[src/rtl/prbs_seq_ctrl_if.sv]
// Configuration channel into the PRBS run controller.
// A config transfers on the cycle where cfg_valid and cfg_ready are both high;
// the master holds pn/mode/count stable while cfg_valid is high, and cfg_ready
// does not depend on cfg_valid.
interface prbs_seq_ctrl_if #(
    parameter int CNT_W = 32
);
    logic             cfg_valid;
    logic             cfg_ready;
    logic [4:0]       cfg_pn_select;
    logic [1:0]       cfg_mode;
    logic [CNT_W-1:0] cfg_count;

    modport master (
        output cfg_valid, cfg_pn_select, cfg_mode, cfg_count,
        input  cfg_ready
    );

    modport slave (
        input  cfg_valid, cfg_pn_select, cfg_mode, cfg_count,
        output cfg_ready
    );
endinterface

[src/rtl/prbs_seq_ctrl.sv]
// Run controller for the PRBS LFSR core: latches a config, flushes the core,
// gates bit ticks into the LFSR shift enable and stops on count or command.
module prbs_seq_ctrl #(
    parameter int FLUSH_CYCLES = 4,
    parameter int CNT_W        = 32
) (
    input  logic             dac_clk,
    input  logic             reset,
    prbs_seq_ctrl_if.slave   cfg,
    input  logic             start,
    input  logic             stop,
    input  logic             bit_tick,
    input  logic             core_data_valid,
    output logic             core_reset_n,
    output logic [4:0]       core_pn_select,
    output logic             core_lfsr_clk_enable,
    output logic             busy,
    output logic             done,
    output logic             cfg_err,
    output logic [CNT_W-1:0] bits_sent,
    output logic [CNT_W-1:0] seq_count,
    output logic [1:0]       dbg_state_o
);

    typedef enum logic [1:0] {
        ST_IDLE   = 2'd0,
        ST_FLUSH  = 2'd1,
        ST_RUN    = 2'd2,
        ST_FINISH = 2'd3
    } state_e;

    localparam int FW = $clog2(FLUSH_CYCLES + 1);
    localparam logic [FW-1:0] FLUSH_LAST = FW'(FLUSH_CYCLES - 1);

    state_e           state_q;
    logic [FW-1:0]    flush_cnt_q;
    logic             core_reset_n_q;
    logic [4:0]       pn_q;
    logic [1:0]       mode_q;
    logic [CNT_W-1:0] count_q;
    logic             cfg_loaded_q;
    logic             cfg_err_q;
    logic             en_q;
    logic             busy_q;
    logic             done_q;
    logic [CNT_W-1:0] bits_q;
    logic [CNT_W-1:0] seq_q;

    logic             cfg_take;
    logic             cfg_legal;
    logic [CNT_W-1:0] bits_d;
    logic [CNT_W-1:0] seq_d;
    logic             seq_hit;
    logic             fwd_tick;
    logic             bit_hit;

    assign cfg_take  = cfg.cfg_valid && (state_q == ST_IDLE);
    assign cfg_legal = (cfg.cfg_pn_select <= 5'd14) && (cfg.cfg_mode != 2'd3) &&
                       !((cfg.cfg_mode != 2'd0) && (cfg.cfg_count == '0));

    // Saturating increments; the counters stick at all-ones instead of wrapping.
    assign bits_d = (bits_q == '1) ? bits_q : bits_q + 1'b1;
    assign seq_d  = (seq_q  == '1) ? seq_q  : seq_q  + 1'b1;

    // The terminating data_valid or a stop swallows a tick arriving in the same cycle.
    assign seq_hit  = core_data_valid && (mode_q == 2'd2) && (seq_d == count_q);
    assign fwd_tick = bit_tick && !stop && !seq_hit;
    assign bit_hit  = fwd_tick && (mode_q == 2'd1) && (bits_d == count_q);

    always_ff @(posedge dac_clk) begin
        if (reset) begin
            state_q        <= ST_IDLE;
            flush_cnt_q    <= '0;
            core_reset_n_q <= 1'b0;
            pn_q           <= '0;
            mode_q         <= '0;
            count_q        <= '0;
            cfg_loaded_q   <= 1'b0;
            cfg_err_q      <= 1'b0;
            en_q           <= 1'b0;
            busy_q         <= 1'b0;
            done_q         <= 1'b0;
            bits_q         <= '0;
            seq_q          <= '0;
        end else begin
            en_q   <= 1'b0;
            done_q <= 1'b0;
            case (state_q)
                ST_IDLE: begin
                    core_reset_n_q <= 1'b1;
                    if (cfg_take) begin
                        if (cfg_legal) begin
                            pn_q         <= cfg.cfg_pn_select;
                            mode_q       <= cfg.cfg_mode;
                            count_q      <= cfg.cfg_count;
                            cfg_err_q    <= 1'b0;
                            cfg_loaded_q <= 1'b1;
                        end else begin
                            cfg_err_q <= 1'b1;
                        end
                    end
                    // A config accepted this same cycle already counts as loaded.
                    if (start && (cfg_loaded_q || (cfg_take && cfg_legal))) begin
                        state_q        <= ST_FLUSH;
                        busy_q         <= 1'b1;
                        core_reset_n_q <= 1'b0;
                        flush_cnt_q    <= '0;
                        bits_q         <= '0;
                        seq_q          <= '0;
                    end
                end
                ST_FLUSH: begin
                    if (stop) begin
                        state_q        <= ST_FINISH;
                        done_q         <= 1'b1;
                        core_reset_n_q <= 1'b1;
                    end else if (flush_cnt_q == FLUSH_LAST) begin
                        state_q        <= ST_RUN;
                        core_reset_n_q <= 1'b1;
                    end else begin
                        flush_cnt_q <= flush_cnt_q + FW'(1);
                    end
                end
                ST_RUN: begin
                    if (core_data_valid) begin
                        seq_q <= seq_d;
                    end
                    if (fwd_tick) begin
                        en_q   <= 1'b1;
                        bits_q <= bits_d;
                    end
                    if (stop || seq_hit || bit_hit) begin
                        state_q <= ST_FINISH;
                        done_q  <= 1'b1;
                    end
                end
                ST_FINISH: begin
                    state_q <= ST_IDLE;
                    busy_q  <= 1'b0;
                end
                default: begin
                    state_q <= ST_IDLE;
                    busy_q  <= 1'b0;
                end
            endcase
        end
    end

    assign cfg.cfg_ready          = (state_q == ST_IDLE);
    assign core_reset_n           = core_reset_n_q;
    assign core_pn_select         = pn_q;
    assign core_lfsr_clk_enable   = en_q;
    assign busy                   = busy_q;
    assign done                   = done_q;
    assign cfg_err                = cfg_err_q;
    assign bits_sent              = bits_q;
    assign seq_count              = seq_q;
    assign dbg_state_o            = state_q;

endmodule

[src/flat_wrapper.sv]
// flat-port wrapper written by rule: the top's interface ports become plain ports
module prbs_seq_ctrl_flat 
#(
    parameter int FLUSH_CYCLES = 4,
    parameter int CNT_W        = 32
)
  (dac_clk, reset, start, stop, bit_tick, core_data_valid, core_reset_n, core_pn_select, core_lfsr_clk_enable, busy, done, cfg_err, bits_sent, seq_count, dbg_state_o, cfg_cfg_valid, cfg_cfg_pn_select, cfg_cfg_mode, cfg_cfg_count, cfg_cfg_ready);
  prbs_seq_ctrl_if #(.CNT_W(CNT_W)) cfg_i ();
  input  logic dac_clk;
  input  logic reset;
  input  logic start;
  input  logic stop;
  input  logic bit_tick;
  input  logic core_data_valid;
  output logic core_reset_n;
  output logic [4:0] core_pn_select;
  output logic core_lfsr_clk_enable;
  output logic busy;
  output logic done;
  output logic cfg_err;
  output logic [CNT_W-1:0] bits_sent;
  output logic [CNT_W-1:0] seq_count;
  output logic [1:0] dbg_state_o;
  input wire logic [$bits(cfg_i.cfg_valid)-1:0] cfg_cfg_valid;
  input wire logic [$bits(cfg_i.cfg_pn_select)-1:0] cfg_cfg_pn_select;
  input wire logic [$bits(cfg_i.cfg_mode)-1:0] cfg_cfg_mode;
  input wire logic [$bits(cfg_i.cfg_count)-1:0] cfg_cfg_count;
  output wire logic [$bits(cfg_i.cfg_ready)-1:0] cfg_cfg_ready;
  assign cfg_i.cfg_valid = cfg_cfg_valid;
  assign cfg_i.cfg_pn_select = cfg_cfg_pn_select;
  assign cfg_i.cfg_mode = cfg_cfg_mode;
  assign cfg_i.cfg_count = cfg_cfg_count;
  assign cfg_cfg_ready = cfg_i.cfg_ready;
  prbs_seq_ctrl #(.FLUSH_CYCLES(FLUSH_CYCLES), .CNT_W(CNT_W)) u_core (.dac_clk(dac_clk), .reset(reset), .cfg(cfg_i), .start(start), .stop(stop), .bit_tick(bit_tick), .core_data_valid(core_data_valid), .core_reset_n(core_reset_n), .core_pn_select(core_pn_select), .core_lfsr_clk_enable(core_lfsr_clk_enable), .busy(busy), .done(done), .cfg_err(cfg_err), .bits_sent(bits_sent), .seq_count(seq_count), .dbg_state_o(dbg_state_o));
endmodule
[config.mk]
export PLATFORM = sky130hd
export DESIGN_NAME = prbs_seq_ctrl_flat
export DESIGN_NICKNAME = d
export VERILOG_FILES = /design/src/rtl/prbs_seq_ctrl_if.sv /design/src/rtl/prbs_seq_ctrl.sv /design/src/flat_wrapper.sv
export SDC_FILE = /design/constraint.sdc
export NUM_CORES = 1
export LEC_CHECK = 0
export ABC_CLOCK_PERIOD_IN_PS = 3600
export CAP_MARGIN = 10
export CORE_ASPECT_RATIO = 1.1
export CORE_MARGIN = 5
export CORE_UTILIZATION = 52
export CTS_BUF_LIST = sky130_fd_sc_hd__clkbuf_2
export DETAILED_ROUTE_END_ITERATION = 6
export HOLD_SLACK_MARGIN = 0.03
export PLACE_DENSITY = 0.79
export SLEW_MARGIN = 5
export SYNTH_ARGS = -nofsm -noshare
export SYNTH_HDL_FRONTEND = slang
export SYNTH_SLANG_ARGS = --single-unit
[constraint.sdc]
create_clock -name dac_clk -period 3.6 [get_ports dac_clk]
set_clock_uncertainty 0.2 [all_clocks]
set_input_delay 0.72 -clock dac_clk [delete_from_list [all_inputs] [get_ports dac_clk]]
set_output_delay 0.72 -clock dac_clk [all_outputs]
set_load 0.005 [all_outputs]
Yosys cells after proc, flatten, opt, wreduce, memory -nomap -nowiden
Index checks and enable logic that the tools add are counted.
{"block": "word_totals", "register_bits": 114, "input_bits": 46, "elab_cells": 96}
{"block": "op_classes", "addsub": 3, "magnitude_cmp": 1, "n_eq_ne": 18, "muxes": 27, "bitwise": 1, "n_reduce_logical": 33}
{"cell": "$mux W32", "n": 5}
{"cell": "$pmux W32 S2", "n": 2}
{"cell": "$add A32 B1 Y32 const B", "n": 2}
{"cell": "$eq A32 B32 Y1", "n": 2}
{"cell": "$eq A32 B32 Y1 const B", "n": 2}
{"cell": "$logic_not A32 Y1", "n": 1}
{"cell": "$logic_and A1 B1 Y1", "n": 12}
{"cell": "$reduce_and A3 Y1", "n": 4}
{"cell": "$mux W3", "n": 3}
{"cell": "$mux W1", "n": 8}
{"cell": "$mux W2", "n": 4}
{"cell": "$ne A2 B2 Y1 const B", "n": 4}
{"cell": "$pmux W2 S4", "n": 1}
{"cell": "$reduce_bool A2 Y1", "n": 4}
{"cell": "$eq A2 B2 Y1 const B", "n": 3}
{"cell": "$ne A2 B1 Y1 const B", "n": 3}
{"cell": "$pmux W1 S2", "n": 3}
{"cell": "$pmux W3 S2", "n": 1}
{"cell": "$reduce_and A2 Y1", "n": 3}
{"cell": "$le A5 B4 Y1 const B", "n": 1}
{"cell": "$eq A2 B1 Y1 const B", "n": 2}
{"cell": "$reduce_and A4 Y1", "n": 1}
{"cell": "$add A3 B1 Y3 const B", "n": 1}
{"cell": "$eq A3 B2 Y1 const B", "n": 1}
{"cell": "6 further kinds", "n": 10}

Logic depth before layout (Yosys ltp)
{"block": "logic_depth", "ltp_word": 11, "mapped_depth": 15, "mapped_depth_nobuf": 12}

Worst setup path before layout
OpenSTA, ideal clock, no wires.
{"block": "synth_timing", "path_kind": "reg-to-reg", "startpoint": "register u_core.seq_q[0] (netlist: u_core.seq_count[0])", "endpoint": "register u_core.bits_q[16] (netlist: u_core.bits_sent[16])", "t_arrival_ns": 3.644, "slack_ns": -0.373, "stages_incl_launch_ff": 14, "n_path_buf": 2, "synth_period_minus_slack_ns": 3.973, "path_cell_list": "dfxtp_1 ha_1 buf_2 nand3_1 or4_4 or4_1 xnor2_1 nor4_1 nand4_1 or4_4 o211a_2 buf_2 a41oi_1 o41ai_1"}
{"block": "synth_between", "elab_chain_len": 8, "elab_cells_between_ends": 9}
{"element": "from (decl)", "line": "prbs_seq_ctrl.sv:47", "rtl": "logic [CNT_W-1:0] seq_q;"}
{"element": "from (signal assigned)", "line": "prbs_seq_ctrl.sv:126", "rtl": "seq_q <= seq_d;"}
{"element": "$add A32 B1 Y32 / $eq A32 B32 Y1 (equally long branches)", "line": "prbs_seq_ctrl.sv:63", "rtl": "assign seq_d = (seq_q == '1) ? seq_q : seq_q + 1'b1;"}
{"element": "$mux W32 *", "line": "prbs_seq_ctrl.sv:63"}
{"element": "$eq A32 B32 Y1 *", "line": "prbs_seq_ctrl.sv:66", "rtl": "assign seq_hit = core_data_valid && (mode_q == 2'd2) && (seq_d == count_q);"}
{"element": "$logic_and A1 B1 Y1 *", "line": "prbs_seq_ctrl.sv:66"}
{"element": "$logic_not A1 Y1 *", "line": "prbs_seq_ctrl.sv:67", "rtl": "assign fwd_tick = bit_tick && !stop && !seq_hit;"}
{"element": "$logic_and A1 B1 Y1 *", "line": "prbs_seq_ctrl.sv:67"}
{"element": "$ne A2 B1 Y1 (no line) *"}
{"element": "$reduce_and A3 Y1 (no line) *"}
{"element": "to (signal assigned)", "line": "prbs_seq_ctrl.sv:130", "rtl": "bits_q <= bits_d;"}
{"element": "to (decl)", "line": "prbs_seq_ctrl.sv:46", "rtl": "logic [CNT_W-1:0] bits_q;"}
Mark *: on every way between the ends. The rest lies on a longest branch, timed or not.
A chain may end at the register's enable or synchronous reset.

Worst setup path after layout
{"block": "layout_timing", "startpoint": "register u_core.seq_q[0] (netlist: u_core.seq_count[0])", "endpoint": "register u_core.bits_q[18] (netlist: u_core.bits_sent[18])"}
The elaborated chain is that of the path after synthesis.

==> impl_metrics.env <==
export IMPL_async_flop_share_pct=0
export IMPL_critPathKind="flop to flop"
export IMPL_max_cap_viol_count=0
export IMPL_totalWireLength_mm=39.3
export IMPL_cts_inserted_buffers=17
export IMPL_crit_fanout=8
export IMPL_syn_num_nets=1255
export IMPL_dieHeight_um=147
export IMPL_synth_seq_cells=114
export IMPL_antenna_left=0
export IMPL_nNetsFinal=1563
export IMPL_critPathArrivalTime_ns=4.44
export IMPL_avgSynthCellArea_um2=7.41
export IMPL_nFillCells=1285
export IMPL_cts_max_level=4
export IMPL_placedCellCount=1684
export IMPL_synth_distinct_cells=84
export IMPL_start_util_pct=52.7
export IMPL_cts_tree="built"
export IMPL_peakVddDrop_v=0.000198
export IMPL_yosysSeqAreaShare_pct=25.7
export IMPL_finalHoldViolCount=0
export IMPL_status="complete, but fails checks"
export IMPL_hpwl_mm=29.2
export IMPL_cts_root_buf="clkbuf_2"
export IMPL_hp_class="primary input to flop"
export IMPL_vias_per_cell=6.60
export IMPL_fp_dieW_um=135
export IMPL_drtIter0Drc=1517
export IMPL_core_area_um2=16900
export IMPL_clockBufferDepth=2
export IMPL_period_minus_slack_ns=3.96
export IMPL_yosysWarnings=0
export IMPL_num_antenna_cells=0
export IMPL_final_max_slew_viol_count=0
export IMPL_grt_max_degree=74
export IMPL_crit_path_start_kind="flop"
export IMPL_rsz0062_at_grt="yes"
export IMPL_synth_area_um2=8890
export IMPL_cts_sinks=114
export IMPL_period_share_pct=110
export IMPL_overflow=0
export IMPL_end_kind="flop"
export IMPL_regArea_um2=2300
export IMPL_worstMarginPinSlew_ns=0.853
export IMPL_clock_latency_ns=0.78
export IMPL_drive_above_1_share_pct=26.5
export IMPL_dr_pass1_iters=7
export IMPL_pwr_density_cell_nw_per_um2=273
export IMPL_fin_tns_setup_ns=-10.32
export IMPL_synth_edff_count=0
export IMPL_clk_pin_slew_ns=0.23
export IMPL_power_leakage_nw=5.13
export IMPL_gr_usage_all_layers_pct=38.3
export IMPL_synthToLayoutAreaGrowth_pct=43.8
export IMPL_netlist_instances=1201
export IMPL_place_congestion=1.08
export IMPL_max_freq_ghz=0.252
export IMPL_setup_slack_ns=-0.364
export IMPL_remaining_drc_errors=6
export IMPL_wl_per_cell_um=22.7
export IMPL_setup_viol=35
export IMPL_cts_hold_buf=0
export IMPL_grt_pass1_vias=11157
export IMPL_multi_input_area_um2=6410
export IMPL_antenna_found_initial=0
export IMPL_violations="DRC, setup timing"
export IMPL_num_io_pins=123
export IMPL_slew_limit_headroom_pct=43.1
export IMPL_dieArea_um2=19800
export IMPL_yosys_area_top_type="dfxtp_1"
export IMPL_final_core_util_pct=75.7
export IMPL_yosys_top_cells_area="dfxtp_1 (26%), nor2_1 (5.0%), mux2i_1 (4.8%)"
export IMPL_crit_required_ns=4.08
export IMPL_fp_row_count=50
export IMPL_vias=11421
export IMPL_synthFlopType="dfxtp_1"
export IMPL_stdcell_count=1730
export IMPL_grt_pass1_wl_mm=60.0
export IMPL_portBuffers=122
export IMPL_rrSetupSlack_ns=-0.36
export IMPL_synth_top_cell_area_share_pct=25.7
[critical path, cell delays in order, from the launching register on]
cell and delay (ns):
dfxtp_4 0.42, buf_6 0.10, ha_4 0.14, nand3_4 0.10, or4_4 0.57, or4_4 0.46, xnor2_2 0.15, nor4_2 0.20
nand4_1 0.16, or4_4 0.51, o211ai_4 0.24, buf_12 0.17, buf_12 0.12, buf_16 0.12, or4_1 0.11, a31oi_1 0.06
[worst paths after layout]
check	from	cells after the start	endpoint
setup / recovery	u_core.seq_count[0]	15	u_core.bits_sent[18]
hold / removal	reset	2	u_core.flush_cnt_q[0]
setup reg to reg	u_core.seq_count[0]	15	u_core.bits_sent[18]
hold reg to reg	u_core.busy	2	u_core.busy
[cells by family (layout without fill, tap and decap cells)]
family                   Yosys count  after routing  synth area share, %
AO/OA/AOI/OAI                    264            264                 20.1
flip-flops                       114            114                 25.7
XOR/XNOR                          81             81                 7.98
AND/OR/NAND/NOR                  550            550                 33.6
multiplexers                      46             46                 5.22
buffers and inverters            138            459                 6.33
adder cells (fa/ha/maj)            8              8                 1.13
[sequential cells by signal, summed over array words and instances, names as in the netlist]
name,flops
u_core.core_lfsr_clk_enable,1
u_core.cfg_loaded_q,1
u_core.seq_count,32
u_core.dbg_state_o,2
u_core.done,1
u_core.core_pn_select,5
u_core.cfg_err,1
u_core.bits_sent,32
u_core.mode_q,2
u_core.count_q,32
u_core.core_reset_n,1
u_core.flush_cnt_q,3
u_core.busy,1
[layout make-up]
type                            count  share of cell area [%]
Multi-Input combinational cell    949                    50.2
Timing Repair Buffer              397                    27.0
Sequential cell                   114                    18.0
Tap cell                          208                    2.04
Clock inverter                     14                    1.21
Inverter                           30                   0.881
Clock buffer                       18                   0.704
[power breakdown]
part           switching, mW  total [mW]  internal (mW)
Combinational          0.653        1.14          0.490
Sequential            0.0829        1.40           1.32
Clock                  0.615       0.945          0.330
[placed cells by master (no fill, tap or decap), types with 7 or more instances in the layout]
master / count
and2_1: 11
and4_1: 16
o211ai_1: 10
dfxtp_1: 103
nor3_1: 43
dfxtp_2: 9
nand2_1: 89
clkdlybuf4s50_1: 121
xor2_1: 35
mux2i_1: 42
clkbuf_2: 18
o21ai_0: 40
a31oi_1: 30
nor2_1: 119
or4_1: 11
and3_1: 32
a22oi_1: 7
inv_1: 30
nand3_2: 14
buf_4: 261
nand4_1: 48
buf_12: 8
nand3b_1: 10
nand2b_1: 8
a21oi_1: 72
xnor2_1: 45
a32oi_1: 7
nor3b_1: 7
nand3_1: 50
or3_1: 12
nor4_1: 27
[routing by layer]
| metal | GRT usage (%) | routed length, um | up-vias |
|---|---|---|---|
| li1 | - | - | 5099 |
| met1 | 44.9 | 14300 | 5351 |
| met2 | 63.4 | 18800 | 760 |
| met3 | 7.64 | 3510 | 211 |
| met4 | 24.4 | 2750 | 0 |
| met5 | 0 | 0 | - |
[cells in the mapped netlist, types with 30 or more instances]
master and number:
xnor2_1 46, clkbuf_1 83, nor3_1 45, nor2_1 119, xor2_1 35, nand2_1 95, nand4_1 48, nor4_1 30
nand3_1 65, mux2i_1 43, dfxtp_1 114, a31oi_1 30, o21ai_0 41, a21oi_1 79, and3_1 32, inv_1 30
[repair_timing]
action | in CTS | in global routing
pin swaps | 7 | 15
resized for setup | 11 | 64
endpoints found under the setup margin | 35 | 36
gates cloned | 1 | 2
buffers inserted | 6 | 5
[stage by stage]
step | power [mW] | area [um^2] | hold WS (ns) | setup WS (ns)
after floorplan | 1.98 | 8980 | 0.243 | -0.0530
after global placement | 2.45 | 12000 | 0.246 | -0.397
after detailed placement | 2.47 | 12000 | 0.261 | -0.511
after CTS | 3.42 | 12400 | 0.136 | -0.332
after global routing | 3.63 | 12800 | 0.144 | -0.495
final | 3.49 | 12800 | 0.173 | -0.364
Power figures use the tool's default switching activity.
